## src/rtl/alu_pkg.sv

```systemverilog
// Shared definitions for the ALU operation arbiter: FSM state encoding,
// opcode / one-hot widths and the execution counter width.
package alu_pkg;

  // Opcode and decoded operation-enable widths
  localparam int OP_W  = 4;
  localparam int OH_W  = 16;

  // Execution down-counter width; EXEC_CYC is limited to 1..15
  localparam int CNT_W = 4;

  // FSM state encoding (plain constants for legacy tool compatibility)
  localparam logic [1:0] ST_IDLE = 2'd0;
  localparam logic [1:0] ST_EXEC = 2'd1;
  localparam logic [1:0] ST_DONE = 2'd2;

  typedef logic [OP_W-1:0] opcode_t;
  typedef logic [OH_W-1:0] onehot_t;

endpackage : alu_pkg

```

## src/rtl/op_onehot_dec.sv

```systemverilog
// 4-to-16 one-hot decoder with enable; output is all zeros when disabled.
module op_onehot_dec
  import alu_pkg::*;
(
  input  logic [OP_W-1:0] sel_i,
  input  logic            en_i,
  output logic [OH_W-1:0] onehot_o
);

  // Decode the opcode into a single enabled operation bit
  always_comb begin
    onehot_o = {OH_W{1'b0}};
    if (en_i) begin
      onehot_o = OH_W'(1'b1) << sel_i;
    end else begin
      onehot_o = {OH_W{1'b0}};
    end
  end

endmodule : op_onehot_dec

```

## src/rtl/alu_op_arbiter.sv

```systemverilog
// Round-robin arbiter that grants one requester at a time access to the ALU,
// holds the decoded operation enable for EXEC_CYC cycles, then acknowledges.
// All outputs come straight from flops.
module alu_op_arbiter
  import alu_pkg::*;
#(
  parameter int NREQ     = 4,
  parameter int EXEC_CYC = 2
) (
  input  logic                 clk,
  input  logic                 rst_n,
  input  logic [NREQ-1:0]      req,
  input  logic [NREQ*OP_W-1:0] op_sel,
  output logic [NREQ-1:0]      ack,
  output logic [NREQ-1:0]      gnt,
  output logic [OH_W-1:0]      op_onehot,
  output logic                 op_en,
  output logic                 busy
);

  localparam int              IW       = (NREQ > 1) ? $clog2(NREQ) : 1;
  localparam logic [CNT_W-1:0] CNT_LOAD = CNT_W'(EXEC_CYC - 1);
  localparam logic [IW-1:0]    LAST_RST = IW'(NREQ - 1);

  // State and registered outputs
  logic [1:0]       state_q,    state_d;
  logic [IW-1:0]    win_q,      win_d;
  logic [IW-1:0]    last_win_q, last_win_d;
  logic [OP_W-1:0]  opcode_q,   opcode_d;
  logic [CNT_W-1:0] cnt_q,      cnt_d;
  logic [NREQ-1:0]  gnt_q,      gnt_d;
  logic [NREQ-1:0]  ack_q,      ack_d;
  logic [OH_W-1:0]  onehot_q,   onehot_d;
  logic             op_en_q,    op_en_d;
  logic             busy_q,     busy_d;

  // Round-robin search results
  logic             found_s;
  logic [IW-1:0]    rr_idx_s;
  logic [IW-1:0]    cand_s;
  logic [OP_W-1:0]  sel_op_s;
  logic             dec_en_s;

  // Round-robin winner: first requester at or after last_winner+1 (mod NREQ)
  always_comb begin
    found_s  = 1'b0;
    rr_idx_s = {IW{1'b0}};
    cand_s   = {IW{1'b0}};
    for (int k = 1; k <= NREQ; k++) begin
      cand_s = IW'((int'(last_win_q) + k) % NREQ);
      if (!found_s && req[cand_s]) begin
        found_s  = 1'b1;
        rr_idx_s = cand_s;
      end else begin
        found_s  = found_s;
      end
    end
  end

  // Opcode field of the round-robin candidate
  always_comb begin
    sel_op_s = {OP_W{1'b0}};
    for (int i = 0; i < NREQ; i++) begin
      if (rr_idx_s == IW'(i)) begin
        sel_op_s = op_sel[i*OP_W +: OP_W];
      end else begin
        sel_op_s = sel_op_s;
      end
    end
  end

  // FSM next-state and next-output logic
  always_comb begin
    state_d    = state_q;
    win_d      = win_q;
    last_win_d = last_win_q;
    opcode_d   = opcode_q;
    cnt_d      = cnt_q;
    gnt_d      = gnt_q;
    ack_d      = {NREQ{1'b0}};
    op_en_d    = op_en_q;
    case (state_q)
      ST_IDLE: begin
        if (found_s) begin
          // Winner and opcode are latched here so later input changes are ignored
          state_d  = ST_EXEC;
          win_d    = rr_idx_s;
          opcode_d = sel_op_s;
          cnt_d    = CNT_LOAD;
          gnt_d    = NREQ'(1'b1) << rr_idx_s;
          op_en_d  = 1'b1;
        end else begin
          gnt_d    = {NREQ{1'b0}};
          op_en_d  = 1'b0;
        end
      end
      ST_EXEC: begin
        if (cnt_q == {CNT_W{1'b0}}) begin
          // Last execute cycle: ack pulses even if the winner has dropped req
          state_d = ST_DONE;
          op_en_d = 1'b0;
          ack_d   = gnt_q;
        end else begin
          cnt_d   = cnt_q - CNT_W'(1'b1);
        end
      end
      ST_DONE: begin
        state_d    = ST_IDLE;
        gnt_d      = {NREQ{1'b0}};
        op_en_d    = 1'b0;
        last_win_d = win_q;
      end
      default: begin
        state_d  = ST_IDLE;
        gnt_d    = {NREQ{1'b0}};
        op_en_d  = 1'b0;
        cnt_d    = {CNT_W{1'b0}};
      end
    endcase
    busy_d   = (state_d != ST_IDLE);
    dec_en_s = (state_d == ST_EXEC);
  end

  // One-hot operation enable for the next cycle; zero outside EXEC
  op_onehot_dec u_dec (
    .sel_i    (opcode_d),
    .en_i     (dec_en_s),
    .onehot_o (onehot_d)
  );

  // State and output registers with asynchronous active-low reset
  always_ff @(posedge clk or negedge rst_n) begin
    if (!rst_n) begin
      state_q    <= ST_IDLE;
      win_q      <= {IW{1'b0}};
      last_win_q <= LAST_RST;
      opcode_q   <= {OP_W{1'b0}};
      cnt_q      <= {CNT_W{1'b0}};
      gnt_q      <= {NREQ{1'b0}};
      ack_q      <= {NREQ{1'b0}};
      onehot_q   <= {OH_W{1'b0}};
      op_en_q    <= 1'b0;
      busy_q     <= 1'b0;
    end else begin
      state_q    <= state_d;
      win_q      <= win_d;
      last_win_q <= last_win_d;
      opcode_q   <= opcode_d;
      cnt_q      <= cnt_d;
      gnt_q      <= gnt_d;
      ack_q      <= ack_d;
      onehot_q   <= onehot_d;
      op_en_q    <= op_en_d;
      busy_q     <= busy_d;
    end
  end

  assign ack       = ack_q;
  assign gnt       = gnt_q;
  assign op_onehot = onehot_q;
  assign op_en     = op_en_q;
  assign busy      = busy_q;

endmodule : alu_op_arbiter

```

## config.mk

```make
export PLATFORM = sky130hd
export DESIGN_NAME = alu_op_arbiter
export DESIGN_NICKNAME = d
export VERILOG_FILES = /design/src/rtl/alu_pkg.sv /design/src/rtl/op_onehot_dec.sv /design/src/rtl/alu_op_arbiter.sv
export SDC_FILE = /design/constraint.sdc
export NUM_CORES = 1
export LEC_CHECK = 0
export BUFFER_PORTS_ARGS = -buffer_cell sky130_fd_sc_hd__buf_2
export CAP_MARGIN = 40
export CORE_MARGIN = 3
export CORE_UTILIZATION = 50
export CTS_BUF_LIST = sky130_fd_sc_hd__clkbuf_4
export DETAILED_ROUTE_END_ITERATION = 16
export PLACE_DENSITY = 0.74
export SYNTH_ARGS = -nofsm -noshare
export SYNTH_HDL_FRONTEND = slang
export SYNTH_SLANG_ARGS = --single-unit
```

## constraint.sdc

```tcl
create_clock -name clk -period 2.35 [get_ports clk]
set_input_delay 0.1175 -clock clk [delete_from_list [all_inputs] [get_ports clk]]
set_output_delay 0.1175 -clock clk [all_outputs]
set_load 0.1 [all_outputs]
```

==> run summary <==
The run gives 0.5118 as the sequential area share after synthesis. In the routed design, unresolved DRC markers number 0. The critical path runs through a total of 7 cells. Largest buffer count on any clock path: 2.

The flip-flop cell with the highest count after synthesis is sky130_fd_sc_hd__dfrtp_1. The number of different library cells used by synthesis comes to 40. The setup total negative slack came out at 0 ns. The first-pass detailed-route iteration total is 4, and the number of nets in the layout is 260. Entering global routing, the biggest net connects 26 pins.

The detailed router placed 1511 vias in this run. The run gives 0 as the number of maximum-capacitance constraint violations. The destination of the critical timing path was op_onehot[7]. Across the whole layout, storage elements account for 1003 µm². Broken down by cell family, the worst path's largest delay share belongs to flip-flops.

The final-report max-slew violation count is 0, and the total count of hold-check failures in the final report is 0. The tools report the clock skew after layout as 0.003935 ns. The endpoint type of the worst setup path was a flip-flop. Synthesis produced 179 cells. The start-to-end type of the worst setup path is flip-flop to flip-flop. The die covers 4709 µm².

The number of top-level pins was 48; the largest driver fanout on the critical path was 6. The arrival time reported for the critical path endpoint was 2.45 ns; the buffer and inverter count on the worst path was 1. Setup repair after global routing left no endpoint under its margin. The filler cells instantiated in the layout total 311. The run gives 145 as the number of DRC violations after detailed-routing iteration 0. The final worst-path setup slack is 0.1493 ns, and the worst-case register-to-register setup slack is 0.15 ns. TritonCTS built the clock tree. Setup violations remaining at the end of the flow were counted as 0. The finished cells cover 2369 µm².

The relative slew slack is 0.5901, and the global-route usage over all layers is 0.1894. Launching element of the worst setup path: last_win_q[1]. The via count of the first global-routing pass came out at 1401. Clock tree synthesis selected as its root buffer the cell sky130_fd_sc_hd__clkbuf_4. TritonCTS created 5 clock buffers.

The multi-input combinational cells in the finished layout cover a total of 817.0 µm². The instance area after placement was 2266 µm². The floorplan step set the die width to 68.62 µm.

The worst register-to-register path ends at op_onehot[7]. The run gives 0 as the global route total overflow. The transition time at the pin with the least slew margin is 0.6102 ns, and the number of warnings issued by yosys is 0. The wire-length estimate of the detail-placed layout is 3028 µm. The number of antenna diodes in the final layout is 0. STA classifies the critical path startpoint as a flip-flop. The run gives 0 as the number of antenna-violating nets in the routed design.

Share of post-route cells with drive strength above 1: 0.3840. The first global-routing pass estimated 6651 µm of wire. The vertical extent of the die is 68.62 µm. The run gives 0 as the initial antenna violation count. The worst slack at placement is 0.1432 ns, and the TritonCTS sink count is 40. The worst register-to-register path begins at last_win_q[1].

STA puts the critical path data required time at 2.60 ns. The critical path goes through mux2i_1 > o22ai_1 > or2_1 > mux2i_1 > a31o_1 > buf_4 > nor4_2. Wires add up to 4136 µm. The path class of the tightest hold or removal check is input pin to asynchronous set/reset pin. Row count: 22. The fmax is 454.4 MHz, and the clock latency on the worst-skew pair is 0.34 ns. After synthesis the cells add up to 1961 µm². The floorplan core area was 3716 µm².

When the netlist entered floorplanning its net count stood at 203. In this design, the stage delay of the slowest critical-path cell is 0.61 ns. The smallest clock period supported by the final layout is computed as 2.201 ns. The average instance in the mapped netlist occupies 10.95 µm².

The number of synthesized flops with an enable pin was 0. Highest-delay cell along the critical path: sky130_fd_sc_hd__dfstp_2. The average detailed-routed wire length per instance was 14.51 µm.

Input and output buffers added on the ports amount to 47. Clock-pin slew was measured on the worst setup and hold paths at 0.12 ns. After detailed routing, the number of vias per cell comes to 5.302.

Counting stages on the worst path, the most repeated cell is sky130_fd_sc_hd__mux2i_1. The H-tree was split into 2 levels. The run finished with clean final reports. The number of cell instances on the worst register-to-register path is 7, and the initial cell density of the core is 0.5276. The final cycle utilization of the critical path came out at 0.9364. The fraction of synthesis flops using an asynchronous set or reset pin works out to 1.000. Routability-driven placement finished with a final weighted congestion of 0.8103.

The synthesized design contains 40 register bits. From synthesis to final layout, the design area changed by 20.80%.
==> area by class of cell <==
type,instances,area share
flip-flops and latches,40,0.4237
multi-input cells,114,0.3450
repair buffers,57,0.1395
inverters,18,0.03275
well taps,48,0.02536
clock inverters,3,0.01796
clock buffers,5,0.01585
==> flip-flops by register name, indices dropped and copies added (netlist names) <==
signal / flops
ack: 4
busy: 1
cnt_q: 4
gnt: 4
last_win_q: 2
op_en: 1
op_onehot: 16
opcode_q: 4
state_q: 2
win_q: 2
==> what timing repair did <==
item,4_1_cts,5_1_grt
hold endpoints to repair,40,0
endpoints found under the setup margin,0,5
setup buffers,0,1
hold buffers,1,0
gates resized for setup,0,1
==> metrics by stage <==
stage	utilization	std cells	hold slack, ns
CTS	0.6340	284	0.2094
finish	0.6374	285	0.2183
global route	0.6374	285	0.2506
global placement	0.6044	274	0.2766
floorplan	-	179	-0.1781
detailed placement	0.6098	275	0.05782
==> placed cells by master, fill, tap and decap left out, types with 2 or more instances in the layout <==
cell	synthesis	routed
sky130_fd_sc_hd__buf_2	2	47
sky130_fd_sc_hd__dfrtp_1	38	38
sky130_fd_sc_hd__o21ai_0	19	18
sky130_fd_sc_hd__nor4_2	17	17
sky130_fd_sc_hd__inv_1	15	15
sky130_fd_sc_hd__nand2_1	13	13
sky130_fd_sc_hd__nor2_1	9	9
sky130_fd_sc_hd__nand2b_1	7	7
sky130_fd_sc_hd__buf_4	1	7
sky130_fd_sc_hd__a21oi_1	6	6
sky130_fd_sc_hd__clkbuf_4	0	5
sky130_fd_sc_hd__mux2i_1	4	4
sky130_fd_sc_hd__nor2b_1	4	4
sky130_fd_sc_hd__and2_1	4	4
sky130_fd_sc_hd__a32oi_1	3	3
sky130_fd_sc_hd__a31o_1	3	3
sky130_fd_sc_hd__a21boi_1	2	2
sky130_fd_sc_hd__a21boi_0	2	2
sky130_fd_sc_hd__inv_4	2	2
sky130_fd_sc_hd__nor3_1	2	2
sky130_fd_sc_hd__ha_1	2	2
sky130_fd_sc_hd__dfstp_2	2	2
==> synthesized netlist by cell type (3+ instances only) <==
library cell,number,area (µm²)
sky130_fd_sc_hd__dfrtp_1,38,950.9
sky130_fd_sc_hd__o21ai_0,19,95.09
sky130_fd_sc_hd__nor4_2,17,212.7
sky130_fd_sc_hd__inv_1,15,56.30
sky130_fd_sc_hd__nand2_1,13,48.80
sky130_fd_sc_hd__nor2_1,9,33.78
sky130_fd_sc_hd__nand2b_1,7,43.79
sky130_fd_sc_hd__a21oi_1,6,30.03
sky130_fd_sc_hd__and2_1,4,25.02
sky130_fd_sc_hd__buf_6,4,45.04
sky130_fd_sc_hd__mux2i_1,4,40.04
sky130_fd_sc_hd__nor2b_1,4,25.02
sky130_fd_sc_hd__a31o_1,3,26.28
sky130_fd_sc_hd__a32oi_1,3,26.28
==> kinds of logic after synthesis <==
| kind of cell | after synthesis | synth area share |
|---|---|---|
| and+or+nand+nor | 61 | 0.2214 |
| AOI/OAI and AO/OA | 45 | 0.1519 |
| DFF | 40 | 0.5118 |
| buffers and inverters | 25 | 0.07147 |
| muxes | 5 | 0.02617 |
| adders and majority gates | 2 | 0.01276 |
| xor gates and xnor gates | 1 | 0.004468 |
==> worst min path at each step <==
| stage | cells past startpoint | from | end | slack, ns |
|---|---|---|---|---|
| floorplan | 0 | rst_n | ack[0] | -0.18 |
| global placement | 1 | rst_n | cnt_q[3] | 0.28 |
| detailed placement | 1 | rst_n | busy | 0.06 |
| CTS | 2 | rst_n | cnt_q[3] | 0.21 |
| global route | 2 | rst_n | ack[0] | 0.25 |
| finish | 2 | rst_n | busy | 0.22 |
==> metal layers <==
metal | wire (µm) | share of wire | global-route usage | vias to the layer above
met4 | 13 | 0.0031 | 0.05211 | 0
met1 | 1872 | 0.45 | 0.2510 | 734
li1 | - | - | - | 743
met5 | 0 | 0 | 0 | -
met2 | 2065 | 0.50 | 0.3111 | 32
met3 | 184 | 0.044 | 0.04214 | 2
Power is left out: the tool's default activity adds up to more than one toggle a clock period on the data nets, which glitch-free logic cannot reach.
